## src/rtl/display_arbiter.sv

```systemverilog
// display_arbiter: round-robin owner of the four-digit display with a minimum tenure.
// The owner's 16-bit word is registered onto digit3..digit0. IDLE_VALUE is shown when
// nobody owns the display.
module display_arbiter #(
  parameter int unsigned HOLD_CYCLES = 50_000_000,
  parameter logic [15:0] IDLE_VALUE  = 16'h0000
) (
  input  logic        clk_100MHz,
  input  logic        reset,
  input  logic        req0,
  input  logic        req1,
  input  logic        req2,
  input  logic [15:0] val0,
  input  logic [15:0] val1,
  input  logic [15:0] val2,
  output logic [2:0]  grant,
  output logic        busy,
  output logic [3:0]  digit3,
  output logic [3:0]  digit2,
  output logic [3:0]  digit1,
  output logic [3:0]  digit0
);

  // 64-bit sum so HOLD_CYCLES = 2^32-1 does not wrap before $clog2.
  localparam int unsigned CntW = $clog2(64'(HOLD_CYCLES) + 64'd1);
  localparam logic [CntW-1:0] CntReload = CntW'(HOLD_CYCLES - 1);

  typedef enum logic [0:0] {StIdle, StHold} state_e;

  state_e          state_q, state_d;
  logic [1:0]      last_q, last_d;
  logic [CntW-1:0] cnt_q, cnt_d;
  logic [2:0]      grant_q, grant_d;
  logic [15:0]     word_q, word_d;

  logic [2:0]  reqs;
  logic [15:0] vals [3];

  assign reqs    = {req2, req1, req0};
  assign vals[0] = val0;
  assign vals[1] = val1;
  assign vals[2] = val2;

  function automatic logic [2:0] onehot(input logic [1:0] idx);
    case (idx)
      2'd0:    onehot = 3'b001;
      2'd1:    onehot = 3'b010;
      2'd2:    onehot = 3'b100;
      default: onehot = 3'b000;
    endcase
  endfunction

  // Round-robin candidates after the most recent owner: last+1 then last+2 (mod 3).
  logic [1:0] nxt1, nxt2, other_idx, full_idx;
  logic       other_hit, any_hit;

  // Candidate ordering and pick: "other" excludes last (the owner while in HOLD).
  always_comb begin
    nxt1 = 2'd0;
    nxt2 = 2'd1;
    unique case (last_q)
      2'd0: begin
        nxt1 = 2'd1;
        nxt2 = 2'd2;
      end
      2'd1: begin
        nxt1 = 2'd2;
        nxt2 = 2'd0;
      end
      default: begin
        nxt1 = 2'd0;
        nxt2 = 2'd1;
      end
    endcase
    other_hit = reqs[nxt1] | reqs[nxt2];
    other_idx = reqs[nxt1] ? nxt1 : nxt2;
    any_hit   = other_hit | reqs[last_q];
    full_idx  = other_hit ? other_idx : last_q;
  end

  // Next-state: grant on request, hold for the tenure, decide when the counter hits zero.
  always_comb begin
    state_d = state_q;
    last_d  = last_q;
    cnt_d   = cnt_q;
    grant_d = grant_q;
    word_d  = word_q;
    unique case (state_q)
      StIdle: begin
        if (any_hit) begin
          state_d = StHold;
          last_d  = full_idx;
          cnt_d   = CntReload;
          grant_d = onehot(full_idx);
          word_d  = vals[full_idx];
        end
      end
      StHold: begin
        if (cnt_q != '0) begin
          cnt_d = cnt_q - CntW'(1);
          // Owner dropping req early freezes the digits but keeps the grant.
          if (reqs[last_q]) word_d = vals[last_q];
        end else if (other_hit) begin
          last_d  = other_idx;
          cnt_d   = CntReload;
          grant_d = onehot(other_idx);
          word_d  = vals[other_idx];
        end else if (reqs[last_q]) begin
          word_d = vals[last_q];
        end else begin
          state_d = StIdle;
          grant_d = 3'b000;
          word_d  = IDLE_VALUE;
        end
      end
      default: begin
        state_d = StIdle;
        grant_d = 3'b000;
        word_d  = IDLE_VALUE;
      end
    endcase
  end

  // State register with synchronous reset; last=2 makes requester 0 win first.
  always_ff @(posedge clk_100MHz) begin
    if (reset) begin
      state_q <= StIdle;
      last_q  <= 2'd2;
      cnt_q   <= '0;
      grant_q <= 3'b000;
      word_q  <= IDLE_VALUE;
    end else begin
      state_q <= state_d;
      last_q  <= last_d;
      cnt_q   <= cnt_d;
      grant_q <= grant_d;
      word_q  <= word_d;
    end
  end

  assign grant  = grant_q;
  assign busy   = (state_q == StHold);
  assign digit3 = word_q[15:12];
  assign digit2 = word_q[11:8];
  assign digit1 = word_q[7:4];
  assign digit0 = word_q[3:0];

endmodule

```

## config.mk

```make
export PLATFORM = sky130hd
export DESIGN_NAME = display_arbiter
export DESIGN_NICKNAME = d
export VERILOG_FILES = /design/src/rtl/display_arbiter.sv
export SDC_FILE = /design/constraint.sdc
export NUM_CORES = 1
export LEC_CHECK = 0
export CAP_MARGIN = 20
export CORE_MARGIN = 2
export CORE_UTILIZATION = 52
export DETAILED_ROUTE_END_ITERATION = 6
export HOLD_SLACK_MARGIN = 0.08
export PLACE_DENSITY = 0.82
export SLEW_MARGIN = 20
export SYNTH_ARGS = -nofsm -noshare
export SYNTH_HDL_FRONTEND = slang
export SYNTH_SLANG_ARGS = --single-unit
```

## constraint.sdc

```tcl
create_clock -name clk_100MHz -period 3.2 [get_ports clk_100MHz]
set_input_delay 0.32 -clock clk_100MHz [delete_from_list [all_inputs] [get_ports clk_100MHz]]
set_output_delay 0.32 -clock clk_100MHz [all_outputs]
set_load 0.05 [all_outputs]
```

==> impl_results.md, run 1 <==
- Antenna Violating Nets Remaining: 0
- IO Port Bufs: between 70 and 80
- Post-CTS setup buffers: 0
- Clock Pin Slew Worst Setup and Hold Paths: around 0.09 ns
- Crit path to: word_q[9]$_SDFFE_PP0P_
- Crit share post-route: 87.8%
- Net Switching: between 0.6 and 0.7 mW
- EDFF count, synth: 0
- Minimum clock period: between 2 and 3 ns
- WS Path Type: flip-flop to flip-flop
- Overall Global Routing Usage: about a quarter
- Synth cell count leaders: 48 x dfxtp_1, 36 x o21ai_0, 35 x mux2i_1, 28 x nor2_1, 27 x a21oi_1
- Layout cells sized above 1: 10.0%
- CP max stage delay: 0.57 ns
- Crit-path cells: inv_1 -> ha_1 -> or4b_1 -> nor4_1 -> a31oi_1 -> nand2_1 -> buf_4 -> nor2_1 -> a211oi_1
- Pwr Density: about 430 nW/µm²
- Skew final: about 0.009 ns
- Number of synthesized register bits: 48
- Leak pwr: roughly 1.5 nW
- Initial antenna violation count: 0
- Diode count: 0
- CP arrival: around 3 ns
- Vias in the first global route: 3,368
- Die Area: between 7000 and 8000 µm²
- IO Count: 73
- Reg2reg setup slack: just under 0.4 ns
- Sequential share of power: about two fifths
- Sw Ratio: between 30% and 40%
- CTS H-tree lvls: 2
- Slew Limit Headroom: approximately 28%
- Register area share after synthesis: around 29%
- RSZ-0062 raised after global routing: no
- Number of buffers created by CTS: 5
- Post-synthesis cell type count: 60
- Depth of the worst register-to-register path: 9
- Clk pwr share: 23.8%
- Comb power frac: between 30% and 40%
- Layout Utilization: between 60% and 70%
- Main synth FF type: dfxtp_1
- Crit path launch type: flip-flop
- Number of max-cap violations: 0
- CP top delay family: simple AND/OR/NAND/NOR gates
- Top cells by area, synth: dfxtp_1 29%, mux2i_1 10%, o21ai_0 5.4%
- Synth Area per Inst: 8.07 µm²
- DR iter-0 viols: just under 300
- Hold Crit Class: flip-flop to flip-flop
- Least-Margin Pin Slew: about 1.1 ns
- Vias: about 3.6k
- Hold Vio Cnt, Final: 0
- Root Buffer: clkbuf_8
- Layout net count: roughly 530
- R2r startpoint: cnt_q[0]$_SDFFE_PP0P_
- WP buf/inv: 2
- Post-synth top area share: around 29%
- Largest area contributor in the netlist: dfxtp_1
- # DRC: 0
- R2R Path End: word_q[9]$_SDFFE_PP0P_
- Most numerous cell in the Yosys netlist: dfxtp_1
- Drt first pass iters: 7
- Mapped Area: ~3400 µm²
- Status: completed
- Peak supply drop: roughly 0.27 mV
- Die Y: between 80 and 90 µm
- Area grow syn2layout: 27.2%
- CTS tree: built
- # clock sinks: 48
- Fmax: approximately 0.36 GHz
- Synthesized instance count: ~420
- Clock buffer depth: 2
- First-pass GRT wire length: between 15,000 and 20,000 µm
- Crit path depth: 9
- Critical Path Fanout Max: 18
- Post-synth ARST share: 0%
- Synth Net Count: 471
- Final WL: ~9600 µm
- TNS Setup: 0 ns
- CP Capture Type: flip-flop
- Clock latency on the worst-skew pair: ~0.3 ns
- # hold bufs at CTS: 0
- Core Region: 6310 µm²
- RD Place Congestion: 0.846
- Total gr overflow: 0
- Row count: 29
- Crit-path slowest cell: or4b_1
- Die X: about 84 µm
- Routed len/inst: 17.3 µm
- Final setup viols: 0
- Resize count post-CTS: 0
- Largest net degree at the start of global routing: 22
- Origin of the worst setup path: cnt_q[0]$_SDFFE_PP0P_
- Initial core utilization: 53.3%
- Hpwl dp: slightly below 7000 µm
- Critical Path RT: 3.40 ns
- Final slew viol count: 0
- Via density per instance: about 6.4
- Syn. warnings: 0
- Cell-internal power: around 1.2 mW
## worst min-delay path by stage
stage                                startpoint               endpoint  slack (ns)  cells after the start
after global placement    cnt_q[8]$_SDFFE_PP0P_  cnt_q[8]$_SDFFE_PP0P_        0.45                      2
after floorplan           cnt_q[8]$_SDFFE_PP0P_  cnt_q[8]$_SDFFE_PP0P_        0.45                      2
after CTS                 cnt_q[8]$_SDFFE_PP0P_  cnt_q[8]$_SDFFE_PP0P_        0.48                      2
after global routing      cnt_q[8]$_SDFFE_PP0P_  cnt_q[8]$_SDFFE_PP0P_        0.52                      2
after detailed placement  cnt_q[8]$_SDFFE_PP0P_  cnt_q[8]$_SDFFE_PP0P_        0.46                      2
final                     cnt_q[8]$_SDFFE_PP0P_  cnt_q[8]$_SDFFE_PP0P_        0.48                      2
## through the flow
step | cell area, µm² | worst slack (ns) | cells | hold slack [ns] | power (mW)
detailed placement | 4170 | 0.408 | 549 | 0.463 | 1.42
floorplan | 3360 | 0.857 | 417 | 0.446 | 1.18
global placement | 4170 | 0.409 | 549 | 0.454 | 1.40
CTS | 4280 | 0.399 | 557 | 0.484 | 1.86
global route | 4280 | 0.115 | 557 | 0.524 | 1.95
finish | 4280 | 0.391 | 557 | 0.484 | 1.86
## tightest hold or removal path, stage by stage, from the launching register on
cell,delay [ns]
dfxtp_1,0.33
o31ai_1,0.06
a21oi_1,0.06
## layout by cell type, fill, tap and decap left out, drive strengths merged, types with 7 or more instances in the layout
cell type,netlist,layout
clkdlybuf4s50,0,72
mux2i,35,35
nor3,7,7
nor2,28,28
o21ai,38,38
nand2b,9,9
nand2,26,26
a21oi,28,28
a31oi,17,17
a222oi,8,8
dfxtp,48,48
a211oi,11,11
inv,7,7
o2bb2ai,8,8
o31ai,9,9
buf,15,18
or3,12,12
or4,12,12
a22oi,8,8
## power groups by stage
stage                     Combinational, mW  Sequential [mW]  Clock [mW]
final                                 0.708            0.708       0.443
after global placement                0.687            0.717           0
after detailed placement              0.700            0.719           0
after floorplan                       0.370            0.808           0
after global routing                  0.762            0.715       0.471
after CTS                             0.704            0.706       0.446
## per-layer routing
layer | track usage, % | wire (µm) | share of wire [%] | up-vias
met2 | 44.0 | 4550 | 47 | 149
li1 | - | - | - | 1740
met5 | 0 | 0 | 0 | -
met3 | 3.64 | 556 | 5.8 | 22
met1 | 36.0 | 4330 | 45 | 1666
met4 | 7.94 | 188 | 2.0 | 0
## kinds of logic (layout without fill, tap and decap cells)
family	count (synthesis)	in the layout	share of synthesized area (%)
multiplexers	38	38	11.4
buffers and inverters	42	105	5.17
adder cells (fa/ha/maj)	1	1	0.372
XOR/XNOR	6	6	1.56
AND/OR/NAND/NOR	122	122	20.6
flip-flops	48	48	28.6
AO/OA/AOI/OAI	160	160	32.3
## sequential cells by signal (all words and copies together) (netlist names)
signal,cells
cnt_q,26
word_q,16
last_q,2
busy,1
grant,3
## final cells by class
class                      count  area, µm²
sequential                    48        961
timing repair buffer          90        856
inverter                       7       26.3
tap                           77       96.3
fill                         550       2030
clock inverter                 3       42.5
clock buffer                   5       68.8
multi-input combinational    327       2230
Note: power is estimated with default switching activity, not from simulation.
==> run 2: changes to the inputs <==
--- a/config.mk
+++ b/config.mk
@@ -10,7 +10,7 @@
 export CORE_UTILIZATION = 52
 export DETAILED_ROUTE_END_ITERATION = 6
 export HOLD_SLACK_MARGIN = 0.08
-export PLACE_DENSITY = 0.82
+export PLACE_DENSITY = 0.91
 export SLEW_MARGIN = 20
 export SYNTH_ARGS = -nofsm -noshare
 export SYNTH_HDL_FRONTEND = slang
==> impl_results.md, run 2 (synthesis results as in run 1) <==
- Resize count post-CTS: 0 (unchanged)
- Peak supply drop: 0.261 mV (was 0.266 mV)
- Sw Ratio: 37.1% (was 36.4%)
- Core Region: 6310 µm² (unchanged)
- Clock Pin Slew Worst Setup and Hold Paths: 0.09 ns (about the same)
- Worst setup margin: 0.247 ns (was 0.391 ns)
- Vias: 3,759 (was 3,577)
- Diode count: 0 (unchanged)
- Largest net degree at the start of global routing: 29 (was 22)
- Initial antenna violation count: 0 (unchanged)
- Multi-input logic area: 2230 µm² (unchanged)
- Worst Hold Path EP: cnt_q[8]$_SDFFE_PP0P_ (unchanged)
- Status: completed (unchanged)
- RD Place Congestion: 0.848 (was 0.846)
- Critical Path Fanout Max: 28 (was 18)
- Minimum clock period: 2.95 ns (was 2.81 ns)
- Most frequent cells in the layout: 72 x clkdlybuf4s50_1, 48 x dfxtp_1, 36 x o21ai_0 (unchanged)
- Clk pwr share: 20.7% (was 23.8%)
- Reg2reg setup slack: 0.25 ns (was 0.39 ns)
- Clock buffer depth: 2 (unchanged)
- Met2 Use GR: 47.8% (was 44.0%)
- Filler cells: 518 (was 550)
- GR Util met3: 4.82% (was 3.64%)
- Skew final: 0.00790 ns (was 0.00882 ns)
- First-pass GRT wire length: 16,600 µm (was 15,800 µm)
- Antenna Violating Nets Remaining: 0 (unchanged)
- # hold bufs at CTS: 0 (unchanged)
- Die Y: 84.4 µm (unchanged)
- Number of buffers created by CTS: 5 (unchanged)
- Cell-internal power: 1.13 mW (was 1.18 mW)
- Leak pwr: 1.51 nW (was 1.52 nW)
- R2r startpoint: last_q[1]$_SDFFE_PP1P_ (was cnt_q[0]$_SDFFE_PP0P_)
- Hold depth: 2 (unchanged)
- R2R Path End: word_q[10]$_SDFFE_PP0P_ (was word_q[9]$_SDFFE_PP0P_)
- # clock sinks: 48 (unchanged)
- Drt first pass iters: 5 (was 7)
- Hold Vio Cnt, Final: 0 (unchanged)
- Root Buffer: clkbuf_8 (unchanged)
- Vias in the first global route: 3,645 (was 3,368)
- Least-Margin Pin Slew: 0.908 ns (was 1.08 ns)
- Via density per instance: 6.74 (was 6.42)
- Slew Limit Headroom: 39.4% (was 27.7%)
- Hold Startpoint: cnt_q[8]$_SDFFE_PP0P_ (unchanged)
- Final setup viols: 0 (unchanged)
- Leading cell type in the layout, fill and taps excluded: clkdlybuf4s50_1 (unchanged)
- Sequential Area: 961 µm² (unchanged)
- Area grow syn2layout: 26.8% (was 27.2%)
- # DRC: 0 (unchanged)
- Layout Utilization: 67.6% (was 67.8%)
- Die Area: 7130 µm² (unchanged)
- Pwr Density: 421 nW/µm² (was 435 nW/µm²)
- IO Count: 73 (unchanged)
- TNS Setup: 0 ns (unchanged)
- Final slew viol count: 0 (unchanged)
- CTS tree: built (unchanged)
- RSZ-0062 raised after global routing: no (unchanged)
- Layout cells sized above 1: 9.77% (was 10.0%)
- Final WL: 10,000 µm (was 9630 µm)
- DR iter-0 viols: 355 (was 291)
- Depth of the worst register-to-register path: 6 (was 9)
- Clock latency on the worst-skew pair: 0.30 ns (about the same)
- Overall Global Routing Usage: 27.8% (was 26.5%)
- CP Capture Type: flip-flop (unchanged)
- Layout net count: 534 (was 533)
- Hold Crit Class: flip-flop to flip-flop (unchanged)
- Die X: 84.4 µm (unchanged)
- Hold slack final: 0.497 ns (was 0.484 ns)
- Total gr overflow: 0 (unchanged)
- Pre-CTS WS: 0.338 ns (was 0.408 ns)
- WS Path Type: flip-flop to flip-flop (unchanged)
- Initial core utilization: 53.3% (unchanged)
- Comb power frac: 39.7% (was 38.1%)
- CP arrival: 3.17 ns (was 3.01 ns)
- Crit share post-route: 92.3% (was 87.8%)
- Crit path launch type: flip-flop (unchanged)
- Sequential share of power: 39.6% (was 38.1%)
- Met1 usage: 35.0% (was 36.0%)
- IO Port Bufs: 72 (unchanged)
- Fmax: 0.339 GHz (was 0.356 GHz)
- GR peak layer: met2 (unchanged)
- Hpwl dp: 7230 µm (was 6820 µm)
- Biggest register: cnt_q (unchanged)
- Number of max-cap violations: 0 (unchanged)
- Post-CTS setup buffers: 0 (unchanged)
- Row count: 29 (unchanged)
- Number of flip-flops in the largest register: 26 (unchanged)
- Critical Path RT: 3.41 ns (was 3.40 ns)
- Net Switching: 0.665 mW (was 0.676 mW)
- CTS H-tree lvls: 2 (unchanged)
- Routed len/inst: 17.9 µm (was 17.3 µm)
==> run 2: cell count changes in the layout (fill, tap and decap cells not counted), sizes merged <==
cell,delta
clkinv,-1
clkbuf,+3
buf,+1
clkinvlp,-1
bufinv,-1
==> run 2: metal layers <==
| layer | vias to the layer above | share of wire (%) |
|---|---|---|
| met5 | - | 0 |
| met4 | 0 | 2.1 |
| met3 | 25 | 7.9 |
| met2 | 212 | 49 |
| met1 | 1779 | 41 |
| li1 | 1743 | - |
==> run 2: power by group through the flow <==
stage / combinational, mW / clock [mW] / sequential [mW]
4_1_cts: 0.704 / 0.377 / 0.709
3_3_place_gp: 0.676 / 0 / 0.720
2_1_floorplan: 0.370 / 0 / 0.808
3_5_place_dp: 0.700 / 0 / 0.723
5_1_grt: 0.767 / 0.394 / 0.718
6_report: 0.713 / 0.372 / 0.710
==> run 2: per-stage QoR <==
stage	power (mW)	cells	area, µm²
6_report	1.79	558	4270
5_1_grt	1.88	558	4270
4_1_cts	1.79	558	4270
3_5_place_dp	1.42	550	4180
3_3_place_gp	1.40	550	4180
2_1_floorplan	1.18	417	3360
==> run 2: how the worst max path moves through the flow <==
stage | startpoint | endpoint | slack (ns) | cells past startpoint
after global placement | req0 | word_q[5]$_SDFFE_PP0P_ | 0.46 | 9
final | last_q[1]$_SDFFE_PP1P_ | word_q[10]$_SDFFE_PP0P_ | 0.25 | 6
after floorplan | cnt_q[0]$_SDFFE_PP0P_ | word_q[14]$_SDFFE_PP0P_ | 0.86 | 10
after global routing | last_q[1]$_SDFFE_PP1P_ | word_q[1]$_SDFFE_PP0P_ | 0.005 | 6
after CTS | last_q[1]$_SDFFE_PP1P_ | word_q[10]$_SDFFE_PP0P_ | 0.33 | 6
after detailed placement | last_q[1]$_SDFFE_PP1P_ | word_q[10]$_SDFFE_PP0P_ | 0.34 | 6
==> run 2: final cells by class <==
| type | instances | share of cell area [%] |
|---|---|---|
| clock buffer | 8 | 2.11 |
| inverter | 7 | 0.616 |
| multi-input combinational | 327 | 52.3 |
| sequential | 48 | 22.5 |
| tap | 77 | 2.26 |
| timing repair buffer | 91 | 20.2 |
==> run 2: critical path, cell delays in order (launching register included) <==
cell and delay, ns:
dfxtp_1 0.93, a21boi_0 0.29, o31a_1 0.35, a31oi_1 0.46
nand2_1 0.33, buf_4 0.29, a211oi_1 0.22
